**src/rtl/calc_pkg.sv**
```systemverilog
// Shared calculator definitions: entry FSM states, status LED encodings and
// the operator codes the ALU decodes from op_code.
package calc_pkg;

    typedef enum logic [1:0] {
        ST_IDLE  = 2'd0,
        ST_GOT_A = 2'd1,
        ST_DONE  = 2'd2
    } state_t;

    localparam logic [2:0] LED_IDLE  = 3'b001;
    localparam logic [2:0] LED_GOT_A = 3'b010;
    localparam logic [2:0] LED_DONE  = 3'b100;

    localparam logic [1:0] OP_ADD = 2'd0;
    localparam logic [1:0] OP_SUB = 2'd1;
    localparam logic [1:0] OP_AND = 2'd2;
    localparam logic [1:0] OP_OR  = 2'd3;

    function automatic logic [2:0] led_of(input state_t s);
        logic [2:0] l;
        l = LED_IDLE;
        case (s)
            ST_IDLE:  l = LED_IDLE;
            ST_GOT_A: l = LED_GOT_A;
            ST_DONE:  l = LED_DONE;
            default:  l = LED_IDLE;
        endcase
        return l;
    endfunction

endpackage

```
**src/rtl/key_debounce.sv**
```systemverilog
// Key debouncer: two-flop synchroniser, saturating stability counter and a
// one-cycle press pulse on the rising edge of the debounced level.
module key_debounce #(
    parameter int DEB_CYCLES = 16
) (
    input  logic clk,
    input  logic rst,
    input  logic key_raw,
    output logic level,
    output logic press
);

    localparam int CW = $clog2(DEB_CYCLES + 1);
    localparam logic [CW-1:0] DEB_MAX = CW'(DEB_CYCLES);

    logic          sync1;
    logic          sync2;
    logic [CW-1:0] count;
    logic          level_q;

    always_ff @(posedge clk) begin
        if (rst) begin
            sync1   <= 1'b0;
            sync2   <= 1'b0;
            count   <= '0;
            level_q <= 1'b0;
        end else begin
            sync1   <= key_raw;
            sync2   <= sync1;
            level_q <= level;
            // Any low sample restarts the stability window.
            if (!sync2)
                count <= '0;
            else if (count != DEB_MAX)
                count <= count + 1'b1;
        end
    end

    assign level = (count == DEB_MAX);
    assign press = level & ~level_q;

endmodule

```
**src/rtl/calc_operand_entry.sv**
```systemverilog
// Calculator operand/operator entry: captures A, then B plus operator, and
// offers the complete set to the ALU over a valid/ready handshake.
module calc_operand_entry
    import calc_pkg::*;
#(
    parameter int WIDTH      = 4,
    parameter int OP_W       = 2,
    parameter int DEB_CYCLES = 16
) (
    input  logic             clk,
    input  logic             rst,
    input  logic [WIDTH-1:0] in_number,
    input  logic [OP_W-1:0]  op_sel,
    input  logic             k_enter,
    input  logic             k_clear,
    input  logic             out_ready,
    output logic             out_valid,
    output logic [WIDTH-1:0] operand_a,
    output logic [WIDTH-1:0] operand_b,
    output logic [OP_W-1:0]  op_code,
    output logic [WIDTH-1:0] disp_data,
    output logic [2:0]       led
);

    state_t state;
    state_t state_next;
    logic   enter_p;
    logic   clear_p;
    logic   enter_level;
    logic   clear_level;
    logic   unused_levels;

    key_debounce #(.DEB_CYCLES(DEB_CYCLES)) u_enter_deb (
        .clk     (clk),
        .rst     (rst),
        .key_raw (k_enter),
        .level   (enter_level),
        .press   (enter_p)
    );

    key_debounce #(.DEB_CYCLES(DEB_CYCLES)) u_clear_deb (
        .clk     (clk),
        .rst     (rst),
        .key_raw (k_clear),
        .level   (clear_level),
        .press   (clear_p)
    );

    assign unused_levels = enter_level ^ clear_level;

    // Clear overrides everything, including an accepting handshake in DONE.
    always_comb begin
        state_next = state;
        if (clear_p) begin
            state_next = ST_IDLE;
        end else begin
            case (state)
                ST_IDLE:  if (enter_p)   state_next = ST_GOT_A;
                ST_GOT_A: if (enter_p)   state_next = ST_DONE;
                ST_DONE:  if (out_ready) state_next = ST_IDLE;
                default:                 state_next = ST_IDLE;
            endcase
        end
    end

    // valid and led follow the next state so they stay registered yet in step.
    always_ff @(posedge clk) begin
        if (rst) begin
            state     <= ST_IDLE;
            operand_a <= '0;
            operand_b <= '0;
            op_code   <= '0;
            out_valid <= 1'b0;
            led       <= LED_IDLE;
        end else begin
            state     <= state_next;
            out_valid <= (state_next == ST_DONE);
            led       <= led_of(state_next);
            if (clear_p) begin
                operand_a <= '0;
                operand_b <= '0;
                op_code   <= '0;
            end else if (state == ST_IDLE && enter_p) begin
                operand_a <= in_number;
            end else if (state == ST_GOT_A && enter_p) begin
                operand_b <= in_number;
                op_code   <= op_sel;
            end
        end
    end

    assign disp_data = (state == ST_DONE) ? operand_b : in_number;

endmodule
```
**config.mk**
```make
export PLATFORM = sky130hd
export DESIGN_NAME = calc_operand_entry
export DESIGN_NICKNAME = d
export VERILOG_FILES = /design/src/rtl/calc_pkg.sv /design/src/rtl/key_debounce.sv /design/src/rtl/calc_operand_entry.sv
export SDC_FILE = /design/constraint.sdc
export NUM_CORES = 1
export LEC_CHECK = 0
export ABC_AREA = 0
export CAP_MARGIN = 15
export CORE_ASPECT_RATIO = 1.5
export CORE_MARGIN = 2
export CORE_UTILIZATION = 36
export DETAILED_ROUTE_END_ITERATION = 7
export HOLD_SLACK_MARGIN = 0.12
export PLACE_DENSITY = 0.65
export SLEW_MARGIN = 20
export SYNTH_ARGS = -nofsm -noshare
export SYNTH_HDL_FRONTEND = slang
export SYNTH_HIERARCHICAL = 1
export SYNTH_SLANG_ARGS = --single-unit
```
**constraint.sdc**
```tcl
create_clock -name clk -period 2.3 [get_ports clk]
set_input_delay 0.23 -clock clk [delete_from_list [all_inputs] [get_ports clk]]
set_output_delay 0.23 -clock clk [all_outputs]
set_load 0.005 [all_outputs]
```
Word-level counts from Yosys, hierarchy flattened. Cells that the tools add are included.

Flip-flop bits (word level): 32. Word-level logic and storage cells: 45. Bits of input ports: 11. Output and inout bits: 18.

Add/sub/neg operators: 2. Eq/ne operators: 8. Bitwise logic cells: 7. Muxes and demuxes: 7. Reductions and logical operators: 7.

Operator list (count): $add A5 B1 Y5 const B (2); $eq A5 B5 Y1 const B (2); $ne A5 B5 Y1 const B (2); $mux W2 (4); $pmux W2 S3 (1); $pmux W3 S2 (1); $reduce_or A2 Y1 (3); $not A1 Y1 (5); $eq A2 B1 Y1 const B (2); $eq A2 B2 Y1 const B (2); $mux W4 (1); $and A1 B1 Y1 (2); $logic_and A1 B1 Y1 (2); $logic_not A2 Y1 (1); $reduce_and A2 Y1 (1).

Longest topological paths before layout.
Depth in word-level cells: 7. Gate-level depth with buffers: 8. Depth with buffers taken out: 8.

Modules after synthesis. The synthesis kept the hierarchy.

Modules (own cells, without submodules): calc_operand_entry (times used 1, area an instance 790.8 um^2, cells an instance 69, sequential area each 300.3 um^2); key_debounce (times used 2, area an instance 339.1 um^2, cells an instance 34, sequential area each 160.2 um^2).

Worst setup path after synthesis. Ideal clock, no wire load.

Path type: reg-to-reg. From: reg u_clear_deb.count[0]. To: reg led[0]. Clock period less this slack: 2139 ps. Setup time: 123 ps. Arrival time: 2016 ps. Buffers on the path: 1. Data required time: 2177 ps. Cell stages (with the launch flop): 9. Setup slack: 161 ps. Cell sequence: dfxtp_1 > inv_1 > ha_1 > nand4bb_4 > nor2_1 > buf_1 > or3_2 > ha_1 > or2_2.

Word-level cells in the longest chain between the ends: 5. Elaborated cells between the ends (all ways): 6. Those cells by class: eq/ne (3); mux (2); bitwise (1).

RTL lines: start, declared (RTL line key_debounce.sv:18) `logic [CW-1:0] count;`; start signal, assigned (RTL line key_debounce.sv:35) `count <= count + 1'b1;`; $eq A5 B5 Y1 (*) (RTL line key_debounce.sv:39) `assign level = (count == DEB_MAX);`; $and A1 B1 Y1 (*) (RTL line key_debounce.sv:40) `assign press = level & ~level_q;`; net clear_p (RTL line calc_operand_entry.sv:28) `logic clear_p;`; $mux W2 (*) (RTL line calc_operand_entry.sv:54) `if (clear_p) begin`; $eq A2 B2 Y1 or $eq A2 B1 Y1 (tied branches) (RTL line calc_pkg.sv:23) `case (s)`; $pmux W3 S2 (*) (RTL line calc_pkg.sv:23); end signal, assigned (RTL line calc_operand_entry.sv:78) `led <= led_of(state_next);`; end, declared (RTL line calc_operand_entry.sv:22) `output logic [2:0] led`.

Mark *: on every way through the listed nets, which the timed path passes. The rest lies on a longest branch. A chain may end at the register's enable or synchronous reset.

Worst setup path in the final report.
From: reg u_enter_deb.count[0]. To: reg led[0].

Word-level cells in the longest chain between the ends: 7. Elaborated cells between the ends (all ways): 9. Those cells by class: eq/ne (3); mux (5); bitwise (1).

RTL lines: start, declared (RTL line key_debounce.sv:18); start signal, assigned (RTL line key_debounce.sv:35); $eq A5 B5 Y1 (*) (RTL line key_debounce.sv:39); $and A1 B1 Y1 (*) (RTL line key_debounce.sv:40); net enter_p (RTL line calc_operand_entry.sv:27) `logic enter_p;`; $mux W2, on equally long branches (RTL line calc_operand_entry.sv:59, calc_operand_entry.sv:58); $pmux W2 S3 (*) (RTL line calc_operand_entry.sv:57) `case (state)`; $mux W2 (*) (RTL line calc_operand_entry.sv:54); $eq A2 B2 Y1 or $eq A2 B1 Y1 (tied branches) (RTL line calc_pkg.sv:23); $pmux W3 S2 (*) (RTL line calc_pkg.sv:23).

Marks and branches as above.

==> results.md <==
* Worst EP arrival at 2250 ps
* DP HPWL at 1990 um
* R2R Setup Slk at 210 ps
* Post-route ant nets at 0
* Worst Setup SP: u_enter_deb/count[0]$_SDFFE_PP0P_
* Gr usage total at 13.1%
* Final #Nets at 186
* Wire per inst at 12.1 um
* Pwr dens at 537 nW/um^2
* Power Internal at 787 uW
* Final period util at 90.7%
* H-Tree Depth at 2
* CP endpoint: led[0]$_SDFF_PP1_
* Clk pwr share at 40.2%
* Worst path cell trace: inv_1, ha_1, nand4bb_4, nor2_2, xnor2_1, or3_2, ha_1, or2_2
* Combinational Power Share at 5.4%
* Vias per inst at 4.83
* Initial antenna violation count at 0
* Starting DRT DRC Count at 17
* Status: finished clean
* Synth cell types at 34
* VDD IR max at 0.333 mV
* Worst hold slack at 440 ps
* Leakage at 0.000697 uW
* Post-route cell area at 1860 sq um
* Syn Nets at 154
* Grt total ovfl at 0
* Gpl congestion at 0.703
* NetSw at 211 uW
* Largest net degree at the start of global routing at 22
* Setup TNS at 0 ps
* IO buf count at 28
* Crit path launch type: register
* Worst reg2reg path depth at 8
* Post-synth top area cell: dfxtp_1
* Die height at 82.2 um
* Initial core utilization at 37.4%
* Worst path slowest cell: or3_2
* WS Path Type: reg -> reg
* CTS tree: yes
* Clock Sinks at 31
* Num CTS Buffers at 5
* Synthesized area at 1470 sq um
* Placed cells at 207
* Yosys warns at 6
* # rows at 28
* Final number of hold-violating endpoints at 0
* Mapped Avg Cell Area at 10.7 sq um
* Routed wire length at 2600 um
* Final setup vio count at 0
* First-pass GRT wire length at 4710 um
* Worst slack, placed at 143 ps
* Clock skew at 3.97 ps
* Die Width at 56.2 um
* Max-cap violations at 0
* Slew margin rel. at 82.6%
* Clock Pin Slew Worst Setup and Hold Paths at 60 ps
* Share of cells above drive strength 1 at 19.4%
* Die area at 4620 sq um
* Reg2reg end: led[0]$_SDFF_PP1_
* Hold crit path type: reg -> reg
* Root Buffer: clkbuf_8
* Net Sw Frac at 21.1%
* Dominant synthesized flop cell: dfxtp_1
* Clock buffer depth at 2
* RSZ-0062 raised after global routing: no
* Ports at 29
* Commonest non-fill, non-tap cell in the layout: dfxtp_1
* Minimum clock period at 2090 ps
* Pins Over Slew Limit at 0
* Post-route worst setup slack at 213 ps
* Post-place instance area at 1780 sq um
* Post-synthesis register bit count at 31
* Area growth syn-to-layout at 26.6%
* Via count at 1039
* Critical path endpoint category: register
* CP peak stage delay at 420 ps
* Remaining DRCs at 0
* Slew @ Worst Pin at 261 ps
* Most frequent cells in the layout: dfxtp_1, clkdlybuf4s50_1, nor2_1
* Seq/Total Area, Yosys at 42.2%
* Vias in the first global route at 1096
* Clk_lat worst skew at 280 ps
* Post-Synthesis Cells at 137
* Sequential power share at 54.4%
* 1st-pass router iterations at 4
* Max Clock Freq at 0.479 GHz
* CORE AREA at 3920 sq um
* Most used cell, CP: ha_1
* Post-synth EDFFs at 0
* Fin cells at 215
* Data required time of the worst path at 2460 ps
* CP max FO at 4
* Fraction of synthesis flops using an asynchronous set or reset pin at 0%
* Synth top area share at 42.2%
* Top cells by area, synth: dfxtp_1, or3b_1, mux2i_1, ha_1, nand4bb_4
* R2R Path Start: u_enter_deb/count[0]$_SDFFE_PP0P_
* Diode count at 0
==> sequential cells by signal, indices dropped and copies added (netlist names) <==
signal / flops
operand_b: 4
u_enter_deb/level_q: 1
u_enter_deb/sync2: 1
led: 3
u_clear_deb/sync1: 1
operand_a: 4
u_enter_deb/sync1: 1
op_code: 2
u_clear_deb/level_q: 1
state: 2
u_clear_deb/count: 5
u_enter_deb/count: 5
u_clear_deb/sync2: 1
==> power by group through the flow <==
| stage | clock [uW] | sequential [uW] | combinational, uW |
|---|---|---|---|
| detailed placement | 0 | 555 | 54.8 |
| CTS | 418 | 543 | 55.1 |
| global placement | 0 | 555 | 52.9 |
| global route | 444 | 543 | 59.0 |
| finish | 401 | 543 | 53.9 |
| floorplan | 0 | 554 | 23.8 |
==> area by class of cell <==
type / instances / area (sq um)
fillers: 381 / 2060
clock buffers: 7 / 76.3
clock inverters: 1 / 5.00
multi-input cells: 93 / 766
flip-flops and latches: 31 / 621
well taps: 45 / 56.3
inverters: 6 / 25.0
repair buffers: 32 / 310
==> through the flow <==
step | utilization, % | power (uW)
finish | 47.4 | 998
global route | 47.4 | 1050
CTS | 47.3 | 1020
detailed placement | 45.2 | 610
global placement | 45.2 | 607
floorplan | - | 578
==> synth_stat cells, drive strengths merged (3+ instances only) <==
master   n
a21oi    3
buf      6
dfxtp   31
ha       6
inv      4
mux2     6
mux2i    8
nand2    4
nand2b   4
nand3    4
nor2    14
nor2b    6
nor3     3
nor3b    4
or3b    14
xnor2    3
xor2     4
==> worst min path at each step <==
| stage | endpoint | cells after the start | slack, ps | start |
|---|---|---|---|---|
| after floorplan | u_clear_deb/sync1$_SDFF_PP0_ | 1 | 300 | rst |
| after global routing | u_clear_deb/sync2$_SDFF_PP0_ | 1 | 460 | u_clear_deb/sync1$_SDFF_PP0_ |
| final | u_clear_deb/sync2$_SDFF_PP0_ | 1 | 440 | u_clear_deb/sync1$_SDFF_PP0_ |
| after CTS | u_clear_deb/sync2$_SDFF_PP0_ | 1 | 440 | u_clear_deb/sync1$_SDFF_PP0_ |
| after detailed placement | u_clear_deb/sync2$_SDFF_PP0_ | 1 | 430 | u_clear_deb/sync1$_SDFF_PP0_ |
| after global placement | u_enter_deb/sync2$_SDFF_PP0_ | 1 | 420 | u_enter_deb/sync1$_SDFF_PP0_ |
==> logic make-up (layout without fill, tap and decap cells) <==
kind of cell / count (synthesis) / count (layout) / share of synthesized area, %
and+or+nand+nor: 61 / 61 / 29.2
DFF: 31 / 31 / 42.2
muxes: 14 / 14 / 10.6
buffers and inverters: 13 / 46 / 5.79
xor gates and xnor gates: 7 / 7 / 4.17
adders and majority gates: 6 / 6 / 5.11
AOI/OAI and AO/OA: 5 / 5 / 2.90
==> timing repair <==
item                       4_1_cts  5_1_grt
hold endpoints to repair         0        0
hold buffers                     0        0
buffers inserted                 0        0
setup endpoints to repair        0        1
gates resized for setup          0        1
==> routing by layer <==
| layer | wire (um) | up-vias | track usage, % |
|---|---|---|---|
| met5 | 0 | - | 0 |
| met4 | 48 | 0 | 6.43 |
| met3 | 131 | 5 | 3.89 |
| met2 | 1360 | 24 | 24.6 |
| met1 | 1060 | 485 | 13.2 |
| li1 | - | 525 | - |
==> critical path, delay by kind of cell (launching register included) <==
| kind | cells | cell delay (ps) |
|---|---|---|
| xor+xnor | 1 | 110 |
| fa+ha+maj | 2 | 480 |
| buf+inv | 1 | 80 |
| flops | 1 | 330 |
| simple gates | 4 | 970 |
Note: power is estimated with default switching activity, not from simulation.
